File: config.mk
export PLATFORM = sky130hd
export DESIGN_NAME = nts_udp_payload_reader_flat
export DESIGN_NICKNAME = d
export VERILOG_FILES = /design/src/rtl/nts_udp_payload_reader_if.sv /design/src/rtl/nts_udp_payload_reader.sv /design/src/flat_wrapper.sv
export SDC_FILE = /design/constraint.sdc
export NUM_CORES = 1
export LEC_CHECK = 0
export ABC_AREA = 1
export CORE_UTILIZATION = 35
export CTS_BUF_LIST = sky130_fd_sc_hd__clkbuf_16
export CTS_CLUSTER_DIAMETER = 60
export CTS_CLUSTER_SIZE = 14
export DETAILED_ROUTE_END_ITERATION = 7
export PLACE_DENSITY_LB_ADDON = 0.15
export SLEW_MARGIN = 20
export SYNTH_ARGS = -nofsm -noshare
export SYNTH_HDL_FRONTEND = slang
export SYNTH_SLANG_ARGS = --single-unit
File: constraint.sdc
create_clock -name i_clk -period 6.2 [get_ports i_clk]
set_clock_uncertainty 0.15 [all_clocks]
set_input_delay 0.93 -clock i_clk [delete_from_list [all_inputs] [get_ports i_clk]]
set_output_delay 0.93 -clock i_clk [all_outputs]
set_load 0.05 [all_outputs]
File: src/rtl/nts_udp_payload_reader_if.sv
// nts_udp_payload_reader_if
// Payload word stream: valid/ready with last-word byte count.
interface nts_udp_payload_reader_if;
  logic        valid;
  logic        ready;
  logic [63:0] data;
  logic        last;
  logic [3:0]  last_bytes;

  modport master (
    output valid, data, last, last_bytes,
    input  ready
  );

  modport slave (
    input  valid, data, last, last_bytes,
    output ready
  );
endinterface

File: src/rtl/nts_udp_payload_reader.sv
// nts_udp_payload_reader
// Reads the UDP payload from the packet buffer as realigned 64-bit words.
module nts_udp_payload_reader #(
  parameter int ADDR_WIDTH = 10
) (
  input  logic                    i_clk,
  input  logic                    i_areset,
  input  logic                    i_clear,
  input  logic                    i_start,
  input  logic [ADDR_WIDTH+2:0]   i_offset,
  input  logic [15:0]             i_udp_length,
  output logic                    o_busy,
  output logic                    o_error,
  output logic                    o_ram_rd_en,
  output logic [ADDR_WIDTH-1:0]   o_ram_addr,
  input  logic [63:0]             i_ram_data,
  nts_udp_payload_reader_if.master o_stream,
  output logic                    o_done
);

  typedef enum logic [2:0] {
    S_IDLE,
    S_RD_HI,
    S_WAIT_HI,
    S_RD_LO,
    S_WAIT_LO,
    S_OUT
  } state_t;

  localparam int EW = (ADDR_WIDTH + 4 > 18) ? ADDR_WIDTH + 4 : 18;

  state_t                r_state, w_state_n;
  logic [63:0]           r_hi, w_hi_n;
  logic [63:0]           r_lo, w_lo_n;
  logic [15:0]           r_rem, w_rem_n;
  logic [ADDR_WIDTH-1:0] r_addr, w_addr_n;
  logic [2:0]            r_b, w_b_n;
  logic                  r_error, w_error_n;
  logic                  r_done, w_done_n;

  logic [EW-1:0]         w_end;
  logic                  w_reject;
  logic [15:0]           w_span;
  logic [15:0]           w_rem_dec;
  logic                  w_need_lo;
  logic                  w_need_lo_dec;
  logic                  w_out;
  logic                  w_last;
  logic [127:0]          w_shift;
  logic [63:0]           w_mask;

  // last payload byte address, wide enough that it never wraps
  assign w_end = EW'(i_offset) + EW'(i_udp_length) - EW'(9);
  assign w_reject = (i_udp_length <= 16'd8) ||
                    ((w_end >> (ADDR_WIDTH + 3)) != '0);

  // bytes of the current word that still come from hi
  assign w_span        = 16'd8 - {13'd0, r_b};
  assign w_rem_dec     = r_rem - 16'd8;
  assign w_need_lo     = r_rem > w_span;
  assign w_need_lo_dec = w_rem_dec > w_span;

  assign w_shift = {r_hi, r_lo} << {r_b, 3'b000};
  assign w_mask  = (r_rem >= 16'd8) ? {64{1'b1}} :
                   ~({64{1'b1}} >> {r_rem[2:0], 3'b000});

  assign w_out  = (r_state == S_OUT);
  assign w_last = w_out && (r_rem <= 16'd8);

  assign o_busy      = (r_state != S_IDLE);
  assign o_error     = r_error;
  assign o_done      = r_done;
  assign o_ram_rd_en = (r_state == S_RD_HI) || (r_state == S_RD_LO);
  assign o_ram_addr  = r_addr;

  assign o_stream.valid      = w_out;
  assign o_stream.data       = w_out ? (w_shift[127:64] & w_mask) : '0;
  assign o_stream.last       = w_last;
  assign o_stream.last_bytes = w_last ? r_rem[3:0] : 4'd0;

  // next-state and datapath updates
  always_comb begin
    w_state_n = r_state;
    w_hi_n    = r_hi;
    w_lo_n    = r_lo;
    w_rem_n   = r_rem;
    w_addr_n  = r_addr;
    w_b_n     = r_b;
    w_error_n = 1'b0;
    w_done_n  = 1'b0;
    if (i_clear) begin
      w_state_n = S_IDLE;
    end else begin
      unique case (r_state)
        S_IDLE: begin
          if (i_start) begin
            if (w_reject) begin
              w_error_n = 1'b1;
            end else begin
              w_state_n = S_RD_HI;
              w_rem_n   = i_udp_length - 16'd8;
              w_b_n     = i_offset[2:0];
              w_addr_n  = i_offset[ADDR_WIDTH+2:3];
            end
          end
        end
        S_RD_HI: begin
          w_addr_n  = r_addr + 1'b1;
          w_state_n = S_WAIT_HI;
        end
        S_WAIT_HI: begin
          w_hi_n = i_ram_data;
          if (w_need_lo) begin
            w_state_n = S_RD_LO;
          end else begin
            w_lo_n    = '0;
            w_state_n = S_OUT;
          end
        end
        S_RD_LO: begin
          w_addr_n  = r_addr + 1'b1;
          w_state_n = S_WAIT_LO;
        end
        S_WAIT_LO: begin
          w_lo_n    = i_ram_data;
          w_state_n = S_OUT;
        end
        S_OUT: begin
          if (o_stream.ready) begin
            if (w_last) begin
              w_done_n  = 1'b1;
              w_state_n = S_IDLE;
            end else begin
              w_rem_n = w_rem_dec;
              w_hi_n  = r_lo;
              if (w_need_lo_dec) begin
                w_state_n = S_RD_LO;
              end else begin
                w_lo_n = '0;
              end
            end
          end
        end
        default: w_state_n = S_IDLE;
      endcase
    end
  end

  // state and datapath registers
  always_ff @(posedge i_clk or posedge i_areset) begin
    if (i_areset) begin
      r_state <= S_IDLE;
      r_hi    <= '0;
      r_lo    <= '0;
      r_rem   <= '0;
      r_addr  <= '0;
      r_b     <= '0;
      r_error <= 1'b0;
      r_done  <= 1'b0;
    end else begin
      r_state <= w_state_n;
      r_hi    <= w_hi_n;
      r_lo    <= w_lo_n;
      r_rem   <= w_rem_n;
      r_addr  <= w_addr_n;
      r_b     <= w_b_n;
      r_error <= w_error_n;
      r_done  <= w_done_n;
    end
  end

endmodule
File: src/flat_wrapper.sv
// flat-port wrapper written by rule: the top's interface ports become plain ports
module nts_udp_payload_reader_flat 
#(
  parameter int ADDR_WIDTH = 10
)
  (i_clk, i_areset, i_clear, i_start, i_offset, i_udp_length, o_busy, o_error, o_ram_rd_en, o_ram_addr, i_ram_data, o_done, o_stream_valid, o_stream_data, o_stream_last, o_stream_last_bytes, o_stream_ready);
  nts_udp_payload_reader_if o_stream_i ();
  input  logic i_clk;
  input  logic i_areset;
  input  logic i_clear;
  input  logic i_start;
  input  logic [ADDR_WIDTH+2:0] i_offset;
  input  logic [15:0] i_udp_length;
  output logic o_busy;
  output logic o_error;
  output logic o_ram_rd_en;
  output logic [ADDR_WIDTH-1:0] o_ram_addr;
  input  logic [63:0] i_ram_data;
  output logic o_done;
  output wire logic [$bits(o_stream_i.valid)-1:0] o_stream_valid;
  output wire logic [$bits(o_stream_i.data)-1:0] o_stream_data;
  output wire logic [$bits(o_stream_i.last)-1:0] o_stream_last;
  output wire logic [$bits(o_stream_i.last_bytes)-1:0] o_stream_last_bytes;
  input wire logic [$bits(o_stream_i.ready)-1:0] o_stream_ready;
  assign o_stream_valid = o_stream_i.valid;
  assign o_stream_data = o_stream_i.data;
  assign o_stream_last = o_stream_i.last;
  assign o_stream_last_bytes = o_stream_i.last_bytes;
  assign o_stream_i.ready = o_stream_ready;
  nts_udp_payload_reader #(.ADDR_WIDTH(ADDR_WIDTH)) u_core (.i_clk(i_clk), .i_areset(i_areset), .i_clear(i_clear), .i_start(i_start), .i_offset(i_offset), .i_udp_length(i_udp_length), .o_busy(o_busy), .o_error(o_error), .o_ram_rd_en(o_ram_rd_en), .o_ram_addr(o_ram_addr), .i_ram_data(i_ram_data), .o_stream(o_stream_i), .o_done(o_done));
endmodule
==> run metrics <==
period utilisation layout=0.8198; initial antenna violation count=1; Crit path required time=5.12 ns; CTS tree=done; Slew @ Worst Pin=about 1.1 ns; most frequent cell after synthesis=nand2_1; Yosys reg bits=between 150 and 200; Slew HR=0.2791; Hold Violations, Final=0; pwr/cell area=around 320 mW/mm^2; vias=13031; H-tree Lvls=4; Pint=about 0.0025 W; CTS max path bufs=2; GR Overflow Total=0; Final Wtd Congestion=a little under 1; Synth Flop Type=dfrtp_1; FF/Latch Area=0.004063 sq mm; Critical Path AT=around 4.0 ns; Die Span Y=between 150 and 200 um; Pre-antenna DRT Iters=5; sequential area share after synthesis=0.3262; Die ar.=0.03627 sq mm; run status=finished, final reports clean; Lkg Pwr=about 6.5 nW; row count=~70; ANT nets after route=0; clock power share=0.225; Final Max Tran Viols=0; Nets=2063; crit-path max FO=87; mean area per synthesized cell=6.788 sq um; layout cells sized above 1=0.08798; CP delay by family, top=buffers and inverters; Worst-path clk slew=~0.07 ns; CP max stage cell=dfrtp_4; final non-filler cell total=~2400; Worst path max stage delay=0.99 ns; Area Growth Syn to Fin=21.67%; Core ar.=roughly 0.035 sq mm; Initial Utilization=0.3581; Final HPWL DP=around 38000 um; CTS hold repair buffers=0; Seq pwr share=0.331; Worst-Skew Late Latency=approximately 0.46 ns; post-layout util=0.4357; ant diodes=0; largest net degree at the start of global routing=88; Max IR drop VDD=0.0002294 V; switching share of power=0.4708; CP Launch Type=flop; area of the multi-input gates=slightly above 0.007 sq mm; drt wl/cell=a little over 20 um; Setup crit end kind=primary output; GRT Util Overall=0.2756; combinational power share=0.444; Psw=around 0.0023 W; I/O pins=~180; IO buf count=~180; Async S/R FF share, synth=1.000; setup TNS=0 ns; max_cap viols=0; CTS buffer count=17; fmax=roughly 200 MHz; vias per std cell=~5.4; # clock sinks=approximately 160; root buffer cell=clkbuf_16; CP bufs+invs=3; critical path, cell by cell=inv_2, buf_4, o211ai_1, a21oi_1, a211oi_1, clkdlybuf4s50_1; Synth Cell Area=roughly 0.012 sq mm; Yosys top cell by area=dfrtp_1; Area contributors post-synth=dfrtp_1, nand2_1, o21ai_0; fill cell count=about 3700; post-synth top area share=0.3262; Starting DRT DRC Count=~1200; Post-Place Cells=2378; synth unique cells=between 50 and 60; DRC viols=0; post-synthesis cell count=around 1800; Hold WC Path Type=flop to flop; RSZ-0062 raised after global routing=no; post-CTS sizing=0; vias in the first global route=approximately 12000; Syn Nets=1952; global-route wire length before repair=between 70000 and 80000 um; Final Critical Period=5.083 ns; setup bufs post-CTS=0; Horiz. Die Dim=190.4 um; Synth top cells by count=nand2_1, o21ai_0, inv_1; final wirelength=between 40000 and 50000 um; Post-synth EDFFs=0; YS warnings=0; critical path type=flop to primary output; final setup fails=0
## power by group through the flow
stage,Clock [W],Combinational (W),Sequential [W]
after floorplan,0,0.00141,0.00156
after global placement,0,0.00209,0.00160
after detailed placement,0,0.00210,0.00160
after CTS,0.00111,0.00211,0.00158
after global routing,0.00114,0.00235,0.00162
final,0.00108,0.00214,0.00159
## final cells by class
type | instances | share of cell area
multi-input combinational | 1376 | 0.4774
sequential | 162 | 0.2686
timing repair buffer | 206 | 0.1339
inverter | 179 | 0.04476
tap | 455 | 0.03764
clock buffer | 17 | 0.02813
clock inverter | 15 | 0.009597
## stage by stage
stage / worst slack, ns / instance area, sq um / hold slack (ns) / total power (W)
global route: 1.047 / 15120 / 0.3709 / 0.005110
finish: 1.117 / 15120 / 0.3432 / 0.004816
detailed placement: 1.693 / 14550 / 0.3279 / 0.003699
floorplan: 0.7434 / 12430 / 0.3088 / 0.002972
global placement: 1.718 / 14550 / 0.3223 / 0.003686
CTS: 1.194 / 15120 / 0.3461 / 0.004801
## path summary, 6_finish.rpt
kind / from / to / slack [ns] / cells after the start
setup / recovery: u_core.r_b[1] / o_stream_data[63] / 1.12 / 6
hold / removal: u_core.r_lo[2] / u_core.r_lo[2] / 0.34 / 2
setup reg to reg: u_core.r_b[1] / u_core.r_lo[32] / 1.74 / 16
hold reg to reg: u_core.r_lo[2] / u_core.r_lo[2] / 0.34 / 2
max in group asynchronous: i_areset / u_core.r_lo[10] / 3.91 / 3
min in group asynchronous: i_areset / u_core.o_ram_addr[2] / 0.81 / 2
## flip-flops by register name (all words and copies together), names as in the netlist
name / flops
u_core.r_lo: 64
u_core.r_hi: 64
u_core.r_rem: 16
u_core.o_done: 1
u_core.o_ram_addr: 10
u_core.o_error: 1
u_core.r_b: 3
u_core.r_state: 3
## metal layers
layer	vias to the layer above	GRT usage	part of all wire
li1	6319	-	-
met1	6190	0.3793	0.45
met2	451	0.4424	0.46
met3	69	0.03552	0.057
met4	2	0.09569	0.029
met5	-	0	0.00026
## logic make-up (layout without fill, tap and decap cells)
group           after synthesis  in the layout  synth area share
buf+inv                     293            417           0.09563
mux                          23             23           0.01852
flops                       162            162            0.3262
fa+ha+maj                    23             23           0.02376
xor+xnor                     19             19           0.01339
simple gates                801            801            0.2764
compound gates              510            510            0.2461
## placed cells by master (no fill, tap or decap), types with 23 or more instances in the layout
| master | count |
|---|---|
| nand2_1 | 546 |
| o21ai_0 | 208 |
| clkdlybuf4s50_1 | 181 |
| inv_1 | 171 |
| dfrtp_1 | 159 |
| nor2_1 | 86 |
| o211ai_1 | 75 |
| o21ai_1 | 70 |
| a21oi_1 | 62 |
| nand3_1 | 54 |
| or2_2 | 41 |
| mux2i_1 | 23 |
| buf_4 | 23 |
## worst register-to-register path: cells and delay by family, from the launching register on
kind,cells,cell delay [ns]
AOI/OAI and AO/OA,5,0.63
adders and majority gates,2,0.62
buffers and inverters,5,1.16
DFF,1,0.99
and+or+nand+nor,4,0.77
Note: power is estimated with default switching activity, not from simulation.
